<file path="src/rtl/atm_keypad_entry_if.sv">
// Keypad-entry bundle: scanner inputs and the controller-facing digit/amount outputs.
// The scanner side (master) drives the key signals; the entry block (slave) drives the results.
interface atm_keypad_entry_if;
  logic        tecla_valida;
  logic [3:0]  tecla_codigo;
  logic        modo_monto;
  logic [3:0]  digito;
  logic        digito_stb;
  logic [31:0] monto;
  logic        monto_stb;
  logic        error_digitos;

  modport master (
    output tecla_valida, tecla_codigo, modo_monto,
    input  digito, digito_stb, monto, monto_stb, error_digitos
  );

  modport slave (
    input  tecla_valida, tecla_codigo, modo_monto,
    output digito, digito_stb, monto, monto_stb, error_digitos
  );
endinterface

</file>
<file path="src/rtl/atm_keypad_entry.sv">
// Debounces raw keypad scanner output into single key events, then either emits PIN digits
// or accumulates a decimal amount that is committed on ENTER.
module atm_keypad_entry #(
  parameter int unsigned DEBOUNCE_CYCLES = 4,
  parameter int unsigned MAX_DIGITOS     = 9
) (
  input logic               clk,
  input logic               reset,
  atm_keypad_entry_if.slave kp
);

  localparam int unsigned NdigW    = $clog2(MAX_DIGITOS + 1);
  localparam logic [7:0]  DebLast  = 8'(DEBOUNCE_CYCLES - 1);
  localparam logic [3:0]  KeyEnter = 4'hA;
  localparam logic [3:0]  KeyClear = 4'hB;

  typedef enum logic [1:0] {StEspera, StPresion, StSostenida, StLiberacion} state_e;

  state_e      r_state, w_state_d;
  logic [3:0]  r_code, w_code_d;
  logic [7:0]  r_cnt, w_cnt_d;
  logic        w_accept;

  logic             r_modo;
  logic [31:0]      r_acc, w_acc_d, w_acc_base;
  logic [NdigW-1:0] r_ndig, w_ndig_d, w_ndig_base;
  logic [3:0]       r_digito, w_digito_d;
  logic [31:0]      r_monto, w_monto_d;
  logic             r_digito_stb, w_digito_stb_d;
  logic             r_monto_stb, w_monto_stb_d;
  logic             r_error, w_error_d;
  logic             w_mode_chg;

  // Debounce FSM: acceptance happens on the edge that would bring cnt to DEBOUNCE_CYCLES.
  always_comb begin
    w_state_d = r_state;
    w_code_d  = r_code;
    w_cnt_d   = r_cnt;
    w_accept  = 1'b0;
    unique case (r_state)
      StEspera: begin
        if (kp.tecla_valida) begin
          w_code_d  = kp.tecla_codigo;
          w_cnt_d   = 8'd1;
          w_state_d = StPresion;
        end
      end
      StPresion: begin
        if (!kp.tecla_valida) begin
          w_state_d = StEspera;
        end else if (kp.tecla_codigo != r_code) begin
          w_code_d = kp.tecla_codigo;
          w_cnt_d  = 8'd1;
        end else if (r_cnt == DebLast) begin
          w_accept  = 1'b1;
          w_state_d = StSostenida;
        end else begin
          w_cnt_d = r_cnt + 8'd1;
        end
      end
      StSostenida: begin
        if (!kp.tecla_valida) begin
          w_cnt_d   = 8'd1;
          w_state_d = StLiberacion;
        end
      end
      StLiberacion: begin
        if (kp.tecla_valida) begin
          w_state_d = StSostenida;
        end else if (r_cnt == DebLast) begin
          w_state_d = StEspera;
        end else begin
          w_cnt_d = r_cnt + 8'd1;
        end
      end
      default: w_state_d = StEspera;
    endcase
  end

  // A mode change wipes the amount first; a coinciding event then acts on the clean state.
  always_comb begin
    w_mode_chg     = (kp.modo_monto != r_modo);
    w_acc_base     = w_mode_chg ? 32'd0 : r_acc;
    w_ndig_base    = w_mode_chg ? '0 : r_ndig;
    w_acc_d        = w_acc_base;
    w_ndig_d       = w_ndig_base;
    w_digito_d     = r_digito;
    w_monto_d      = r_monto;
    w_digito_stb_d = 1'b0;
    w_monto_stb_d  = 1'b0;
    w_error_d      = 1'b0;
    if (w_accept) begin
      if (!kp.modo_monto) begin
        if (r_code <= 4'd9) begin
          w_digito_d     = r_code;
          w_digito_stb_d = 1'b1;
        end
      end else if (r_code <= 4'd9) begin
        if (w_ndig_base < NdigW'(MAX_DIGITOS)) begin
          w_acc_d  = {w_acc_base[28:0], 3'b000} + {w_acc_base[30:0], 1'b0} + {28'd0, r_code};
          w_ndig_d = w_ndig_base + NdigW'(1);
        end else begin
          w_error_d = 1'b1;
        end
      end else if (r_code == KeyEnter) begin
        if (w_ndig_base != '0) begin
          w_monto_d     = w_acc_base;
          w_monto_stb_d = 1'b1;
          w_acc_d       = 32'd0;
          w_ndig_d      = '0;
        end
      end else if (r_code == KeyClear) begin
        w_acc_d  = 32'd0;
        w_ndig_d = '0;
      end
    end
  end

  always_ff @(posedge clk or posedge reset) begin
    if (reset) begin
      r_state      <= StEspera;
      r_code       <= 4'd0;
      r_cnt        <= 8'd0;
      r_modo       <= 1'b0;
      r_acc        <= 32'd0;
      r_ndig       <= '0;
      r_digito     <= 4'd0;
      r_monto      <= 32'd0;
      r_digito_stb <= 1'b0;
      r_monto_stb  <= 1'b0;
      r_error      <= 1'b0;
    end else begin
      r_state      <= w_state_d;
      r_code       <= w_code_d;
      r_cnt        <= w_cnt_d;
      r_modo       <= kp.modo_monto;
      r_acc        <= w_acc_d;
      r_ndig       <= w_ndig_d;
      r_digito     <= w_digito_d;
      r_monto      <= w_monto_d;
      r_digito_stb <= w_digito_stb_d;
      r_monto_stb  <= w_monto_stb_d;
      r_error      <= w_error_d;
    end
  end

  assign kp.digito        = r_digito;
  assign kp.digito_stb    = r_digito_stb;
  assign kp.monto         = r_monto;
  assign kp.monto_stb     = r_monto_stb;
  assign kp.error_digitos = r_error;

endmodule

</file>
<file path="src/flat_wrapper.sv">
// flat-port wrapper written by rule: the top's interface ports become plain ports
module atm_keypad_entry_flat 
#(
  parameter int unsigned DEBOUNCE_CYCLES = 4,
  parameter int unsigned MAX_DIGITOS     = 9
)
  (clk, reset, kp_tecla_valida, kp_tecla_codigo, kp_modo_monto, kp_digito, kp_digito_stb, kp_monto, kp_monto_stb, kp_error_digitos);
  atm_keypad_entry_if kp_i ();
  input logic clk;
  input logic reset;
  input wire logic [$bits(kp_i.tecla_valida)-1:0] kp_tecla_valida;
  input wire logic [$bits(kp_i.tecla_codigo)-1:0] kp_tecla_codigo;
  input wire logic [$bits(kp_i.modo_monto)-1:0] kp_modo_monto;
  output wire logic [$bits(kp_i.digito)-1:0] kp_digito;
  output wire logic [$bits(kp_i.digito_stb)-1:0] kp_digito_stb;
  output wire logic [$bits(kp_i.monto)-1:0] kp_monto;
  output wire logic [$bits(kp_i.monto_stb)-1:0] kp_monto_stb;
  output wire logic [$bits(kp_i.error_digitos)-1:0] kp_error_digitos;
  assign kp_i.tecla_valida = kp_tecla_valida;
  assign kp_i.tecla_codigo = kp_tecla_codigo;
  assign kp_i.modo_monto = kp_modo_monto;
  assign kp_digito = kp_i.digito;
  assign kp_digito_stb = kp_i.digito_stb;
  assign kp_monto = kp_i.monto;
  assign kp_monto_stb = kp_i.monto_stb;
  assign kp_error_digitos = kp_i.error_digitos;
  atm_keypad_entry #(.DEBOUNCE_CYCLES(DEBOUNCE_CYCLES), .MAX_DIGITOS(MAX_DIGITOS)) u_core (.clk(clk), .reset(reset), .kp(kp_i));
endmodule
</file>
<file path="config.mk">
export PLATFORM = sky130hd
export DESIGN_NAME = atm_keypad_entry_flat
export DESIGN_NICKNAME = d
export VERILOG_FILES = /design/src/rtl/atm_keypad_entry_if.sv /design/src/rtl/atm_keypad_entry.sv /design/src/flat_wrapper.sv
export SDC_FILE = /design/constraint.sdc
export NUM_CORES = 1
export LEC_CHECK = 0
export ABC_AREA = 0
export CAP_MARGIN = 20
export CORE_AREA = 10 10 107 109
export DETAILED_ROUTE_END_ITERATION = 8
export DIE_AREA = 0 0 117 119
export PLACE_DENSITY_LB_ADDON = 0.3
export SETUP_SLACK_MARGIN = 0.15
export SYNTH_ARGS = -nofsm -noshare
export SYNTH_HDL_FRONTEND = slang
export SYNTH_SLANG_ARGS = --single-unit
</file>
<file path="constraint.sdc">
create_clock -name clk -period 5.7 [get_ports clk]
set_input_delay 0.57 -clock clk [delete_from_list [all_inputs] [get_ports clk]]
set_output_delay 0.57 -clock clk [all_outputs]
set_load 0.01 [all_outputs]
</file>
==> impl_metrics.json, run 1 <==
{
  "synth_cell_types": 62,
  "grt_usage_pct": 19.43,
  "syn-num-nets": 687,
  "crit_path_start": "kp_modo_monto",
  "drc": 0,
  "fin_crit_sh_pct": 77.76,
  "dr.pass1.iters": 5,
  "crit_chain": "clkdlybuf4s50_1 -> xnor2_2 -> and2_1 -> ha_1 -> ha_1 -> inv_1 -> fa_1 -> nand2b_1 -> a21oi_1 -> nor2_1 -> o31a_1 -> a2111oi_2 -> o21ai_0 -> and3b_1 -> o31ai_1",
  "io_buffers": 46,
  "dieArea_um2": 13920,
  "cts_tree": "done",
  "drtAntennaViolNets": 0,
  "synth_top_family_by_area": "compound AO/OA/AOI/OAI gates",
  "critPathLaunchType": "input pin",
  "synthXorXnorAreaFrac_pct": 5.216,
  "hold_class": "reg2reg",
  "pin_count": 47,
  "cts_sinks": 90,
  "grt_pass1_wl_um": 22310,
  "clk_pin_slew_worst_paths_ps": 90,
  "cts_resized": 0,
  "dieWidth_um": 117,
  "clkLatencyLatePin_ps": 380,
  "power.density_nw_per_um2": 217.3,
  "netlist_instances": 617,
  "ys_seq_area_share_pct": 38.32,
  "viasPerCell": 5.963,
  "maxCapViolations": 0,
  "crit_buf_inv": 2,
  "critical_path_peak_fanout": 16,
  "cp_slowest_cell": "xnor2_2",
  "ys_top_cells_by_count": "dfrtp_1, nand2_1, ha_1, nor2_1",
  "synth_area_leaders": "dfrtp_1, ha_1, mux2_2",
  "drive_above_1_share_pct": 11.01,
  "regArea_um2": 2252,
  "worst_pin_slew_ps": 939.4,
  "ys_seq_elements": 90,
  "crit_type": "in2reg",
  "cp-end-kind": "register",
  "grt-ovfl-total": 0,
  "min_from": "u_core.kp.monto[20]",
  "synthArstFlopShare_pct": 100.0,
  "slew_violations": 0,
  "dpl.hpwl_um": 9623,
  "yosys.area_share.adder_pct": 13.33,
  "avgSynthCellArea_um2": 9.525,
  "yosysTopAreaCell": "dfrtp_1",
  "final_hold_viol_count": 0,
  "fillers": 706,
  "gp_congestion": 0.9690,
  "r2r_start": "u_core.r_modo",
  "cp_top_family": "compound AO/OA/AOI/OAI gates",
  "fin_crit_ps": 4432,
  "die-height_um": 119,
  "antenna_found_initial": 0,
  "yosysWarnings": 0,
  "relSlewSlack_pct": 37.14,
  "slowest_delay_ps": 610,
  "grt_pass1_vias": 4717,
  "status": "complete, no violations",
  "synth.mux.area_fraction_pct": 5.152,
  "skew_ps": 9.536,
  "fmax_ghz": 0.2256,
  "num_antenna_cells": 0,
  "cts_setup_buffers": 0,
  "cts_max_path_buffers": 2,
  "synth-compound-area-share_pct": 17.37,
  "layout.nets": 728,
  "cp.arrival_ps": 4720,
  "setup-tns-final_ps": 0,
  "start_util_pct": 62.13,
  "synth-main-ff-cell": "dfrtp_1",
  "yosys.area_share.simple_pct": 16.93,
  "cts_made_buffers": 9,
  "core-area_um2": 9459,
  "finalSetupViolations": 0,
  "ir_drop_uv": 137.1,
  "rsz0062_at_grt": "false",
  "hold_slack_ps": 484.1,
  "synth_top_area_share_pct": 38.32,
  "yosysMostFrequentCell": "dfrtp_1",
  "power_uw": 1447,
  "drt_iter0_drc": 261,
  "vias": 4633,
  "grt_max_degree": 61,
  "root_buffer": "clkbuf_8",
  "multi_input_area_um2": 3421,
  "critPathRequiredTime_ps": 5990,
  "worst_path_most_repeated_cell": "ha_1",
  "wl_per_cell_um": 16.71,
  "htree_num_levels": 3,
  "ctsHoldBuffers": 0,
  "syn_to_final_growth_pct": 13.33,
  "synth_area_um2": 5877,
  "synth_edf_count": 0,
  "leakage_uw": 0.003372,
  "rows": 36,
  "finalWirelength_um": 12980
}
==> flip-flops by register name (all words and copies together), names as in the netlist, named ones only <==
signal                   count
u_core.r_ndig                4
u_core.kp.monto             32
u_core.r_state               1
u_core.kp.digito             4
u_core.r_acc                32
u_core.kp.monto_stb          1
u_core.r_code                4
u_core.r_modo                1
u_core.kp.error_digitos      1
u_core.kp.digito_stb         1
u_core.r_cnt                 8
==> layout by cell type (no fill, tap or decap), types with 2 or more instances in the layout <==
cell and n:
o21a_1 3, a22oi_1 2, a211oi_1 2, nor4_4 2, mux2_2 26, and2_1 23
nand2_1 71, o31a_1 2, o211ai_1 5, clkinvlp_4 2, o21bai_1 4, o22ai_1 11
a31oi_1 7, bufinv_16 3, xnor2_1 18, dfrtp_1 90, or3_1 2, nor2_1 44
nor3_1 5, nand2b_1 7, o31ai_1 4, a21oi_1 42, nand4_1 3, a21o_1 17
nor2b_1 2, o21ai_0 42, clkdlybuf4s50_1 46, clkbuf_8 10, nand3_1 7, a41oi_1 2
xor2_1 16, ha_1 61, inv_1 24, nor2_4 4, a21boi_0 2, and3b_1 2
buf_4 5, nor2_2 7, and3_1 7, a21oi_2 5
==> kinds of logic after synthesis <==
kind of cell | count (synthesis)
compound gates | 162
fa+ha+maj | 62
mux | 27
buf+inv | 46
simple gates | 195
flops | 90
xor+xnor | 35
==> report_power, final <==
| part | switching (uW) | internal, uW |
|---|---|---|
| Combinational | 119 | 77.0 |
| Clock | 237 | 304 |
| Sequential | 43.0 | 667 |
| Total | 399 | 1050 |
==> through the flow <==
stage	worst slack, ps	area, um2	cells	util [%]
2_1_floorplan	2061	5877	617	-
3_5_place_dp	891.2	6409	761	67.75
3_3_place_gp	1088	6409	761	67.75
5_1_grt	913.4	6660	777	70.41
4_1_cts	1269	6660	777	70.41
6_report	1268	6660	777	70.41
==> per-layer routing <==
layer | vias up | global-route usage [%] | share of wire, %
li1 | 2262 | - | -
met1 | 2258 | 24.08 | 45
met2 | 94 | 33.24 | 49
met3 | 19 | 3.765 | 3.9
met4 | 0 | 5.719 | 1.7
met5 | - | 0 | 0
==> area by class of cell <==
cell class / instances / area share (%)
clock buffers: 10 / 2.067
clock inverters: 6 / 1.710
inverters: 25 / 1.428
multi-input cells: 481 / 51.36
flip-flops and latches: 90 / 33.82
well taps: 114 / 2.142
repair buffers: 51 / 7.477
==> final timing paths <==
| check | to | slack (ps) | cells past startpoint |
|---|---|---|---|
| max reg2reg | u_core.r_acc[30] | 1650 | 14 |
| min in group asynchronous | u_core.kp.monto[28] | 530 | 2 |
| min reg2reg | u_core.kp.monto[20] | 480 | 2 |
| max | u_core.r_acc[30] | 1270 | 15 |
| min | u_core.kp.monto[20] | 480 | 2 |
| max in group asynchronous | u_core.kp.monto[15] | 4020 | 3 |
==> worst min-delay path: stages, from the launching register on <==
cell and delay [ps]:
dfrtp_1 350, nand2_1 40, o21ai_0 60
Note: power is estimated with default switching activity, not from simulation.
==> run 2: changes to the inputs <==
Settings changed: CORE_AREA 10 10 107 109 to 10 10 117 119, DIE_AREA 0 0 117 119 to 0 0 127 129.
Clock period 5.7 ns to 3.65 ns, I/O delays scaled along.
==> run 2 against run 1 <==
- sequential share of layout area down 4.1 points
- via count up 6.8%
- utilization decreased by 3.6 points
- worst hold slack worse by 6.7 ps
- critical path depth did not move
- first-iteration DRC count grew 2.3%
- sequential cell count unchanged
==> impl_metrics.json, run 2 (synthesis results as in run 1) <==
{
  "ir_drop_uv": 254.2,
  "root_buffer": "clkbuf_16",
  "start_util_pct": 51.91,
  "drc": 0,
  "cp-end-kind": "register",
  "layout.nets": 805,
  "num_antenna_cells": 0,
  "clk_pin_slew_worst_paths_ps": 60,
  "status": "complete, no violations",
  "die-height_um": 129,
  "finalWirelength_um": 14180,
  "dp_cells": 859,
  "stdcell_count": 883,
  "pin_count": 47,
  "final_hold_viol_count": 0,
  "fmax_ghz": 0.2960,
  "r2r_start": "u_core.r_modo",
  "drtAntennaViolNets": 0,
  "crit_type": "reg2reg",
  "hold_slack_ps": 477.4,
  "crit_chain": "xnor2_2 -> buf_6 -> buf_12 -> and2_1 -> ha_1 -> ha_1 -> a21oi_1 -> nor2_1 -> a31oi_1 -> o31a_1 -> buf_4 -> a21o_1 -> o21bai_2 -> a211o_1 -> o311ai_2",
  "vias": 4947,
  "dpl.hpwl_um": 10350,
  "dr.pass1.iters": 4,
  "worst_pin_slew_ps": 872.7,
  "slowest_delay_ps": 420,
  "grt_pass1_vias": 5032,
  "cts_tree": "done",
  "relSlewSlack_pct": 41.61,
  "power_uw": 2305,
  "cts_max_path_buffers": 2,
  "grt_pass1_wl_um": 23820,
  "clkLatencyLatePin_ps": 360,
  "cp.arrival_ps": 3640,
  "leakage_uw": 0.003799,
  "grt-ovfl-total": 0,
  "slew_violations": 0,
  "cts_made_buffers": 9,
  "io_buffers": 46,
  "hold_class": "in2async",
  "antenna_found_initial": 0,
  "layout_common_cells": "dfrtp_1, buf_4, nand2_1",
  "finalSetupViolations": 0,
  "rsz0062_at_grt": "true",
  "critical_path_peak_fanout": 8,
  "stdcell_area_um2": 7567,
  "syn_to_final_growth_pct": 28.76,
  "dieArea_um2": 16380,
  "fin_crit_sh_pct": 92.56,
  "drive_above_1_share_pct": 24.19,
  "wl_per_cell_um": 16.05,
  "cts_sinks": 90,
  "crit_path_start": "u_core.r_modo",
  "dieWidth_um": 127,
  "ctsHoldBuffers": 0,
  "viasPerCell": 5.602,
  "maxCapViolations": 0,
  "fin_crit_ps": 3378,
  "critPathRequiredTime_ps": 3910,
  "drt_iter0_drc": 267,
  "power.density_nw_per_um2": 304.6,
  "dpl_cell_area_um2": 6975,
  "critPathLaunchType": "register",
  "core-area_um2": 11320,
  "rows": 39,
  "htree_num_levels": 3,
  "worst_path_most_repeated_cell": "ha_1",
  "grt_max_degree": 48,
  "final_common_cell": "dfrtp_1",
  "gp_congestion": 0.8976,
  "fillers": 890,
  "grt_usage_pct": 17.53,
  "cp_slowest_cell": "dfrtp_1",
  "skew_ps": 8.672
}
## run 2: final timing paths
kind	endpoint	slack, ps	depth (start not counted)
max	u_core.r_acc[24]	270	15
min	u_core.r_cnt[5]	480	2
max reg2reg	u_core.r_acc[24]	270	15
min reg2reg	u_core.kp.monto[19]	480	2
max in group asynchronous	u_core.kp.monto[12]	2470	3
min in group clk	u_core.kp.monto[19]	480	2
## run 2: power by group
group	switching, uW	internal (uW)	total, uW	leakage [uW]
clock network	382	477	859	0.000133
logic	190	142	332	0.00243
registers	70.3	1040	1110	0.00124
## run 2: cell type report
class,count,area [um2],area share (%)
Clock buffer,13,250.2,3.307
Clock inverter,3,15.01,0.1984
Inverter,25,95.09,1.257
Multi-Input combinational cell,481,3672,48.53
Sequential cell,90,2252,29.76
Tap cell,143,178.9,2.364
Timing Repair Buffer,128,1104,14.58
## run 2: through the flow
step           setup WS [ps]  setup TNS (ps)  utilization (%)
2_1_floorplan          194.9               0                -
6_report               271.6               0            66.84
3_5_place_dp          -407.3           -3857            61.62
3_3_place_gp          -301.8           -2517            61.62
4_1_cts                156.3               0            64.09
5_1_grt                89.55               0            66.84
## run 2: metal layers
metal / up-vias / global-route usage [%] / part of all wire [%]
met5: - / 0 / 0
met4: 0 / 8.238 / 2.3
met3: 27 / 4.394 / 4.7
met2: 95 / 29.53 / 49
met1: 2402 / 20.60 / 44
li1: 2423 / - / -
## run 2: timing repair
item                                    4_1_cts  5_1_grt
gates cloned                                  0        0
endpoints found under the setup margin       10       14
resized for setup                             3       38
buffers inserted                              0        8
pin swaps                                     1       14
## run 2: worst max-delay path: cells and delay by family (launching register included)
family	cells	cell delay, ps
xor gates and xnor gates	1	280
buffers and inverters	3	450
adders and majority gates	2	600
and+or+nand+nor	2	270
AOI/OAI and AO/OA	7	1240
DFF	1	420
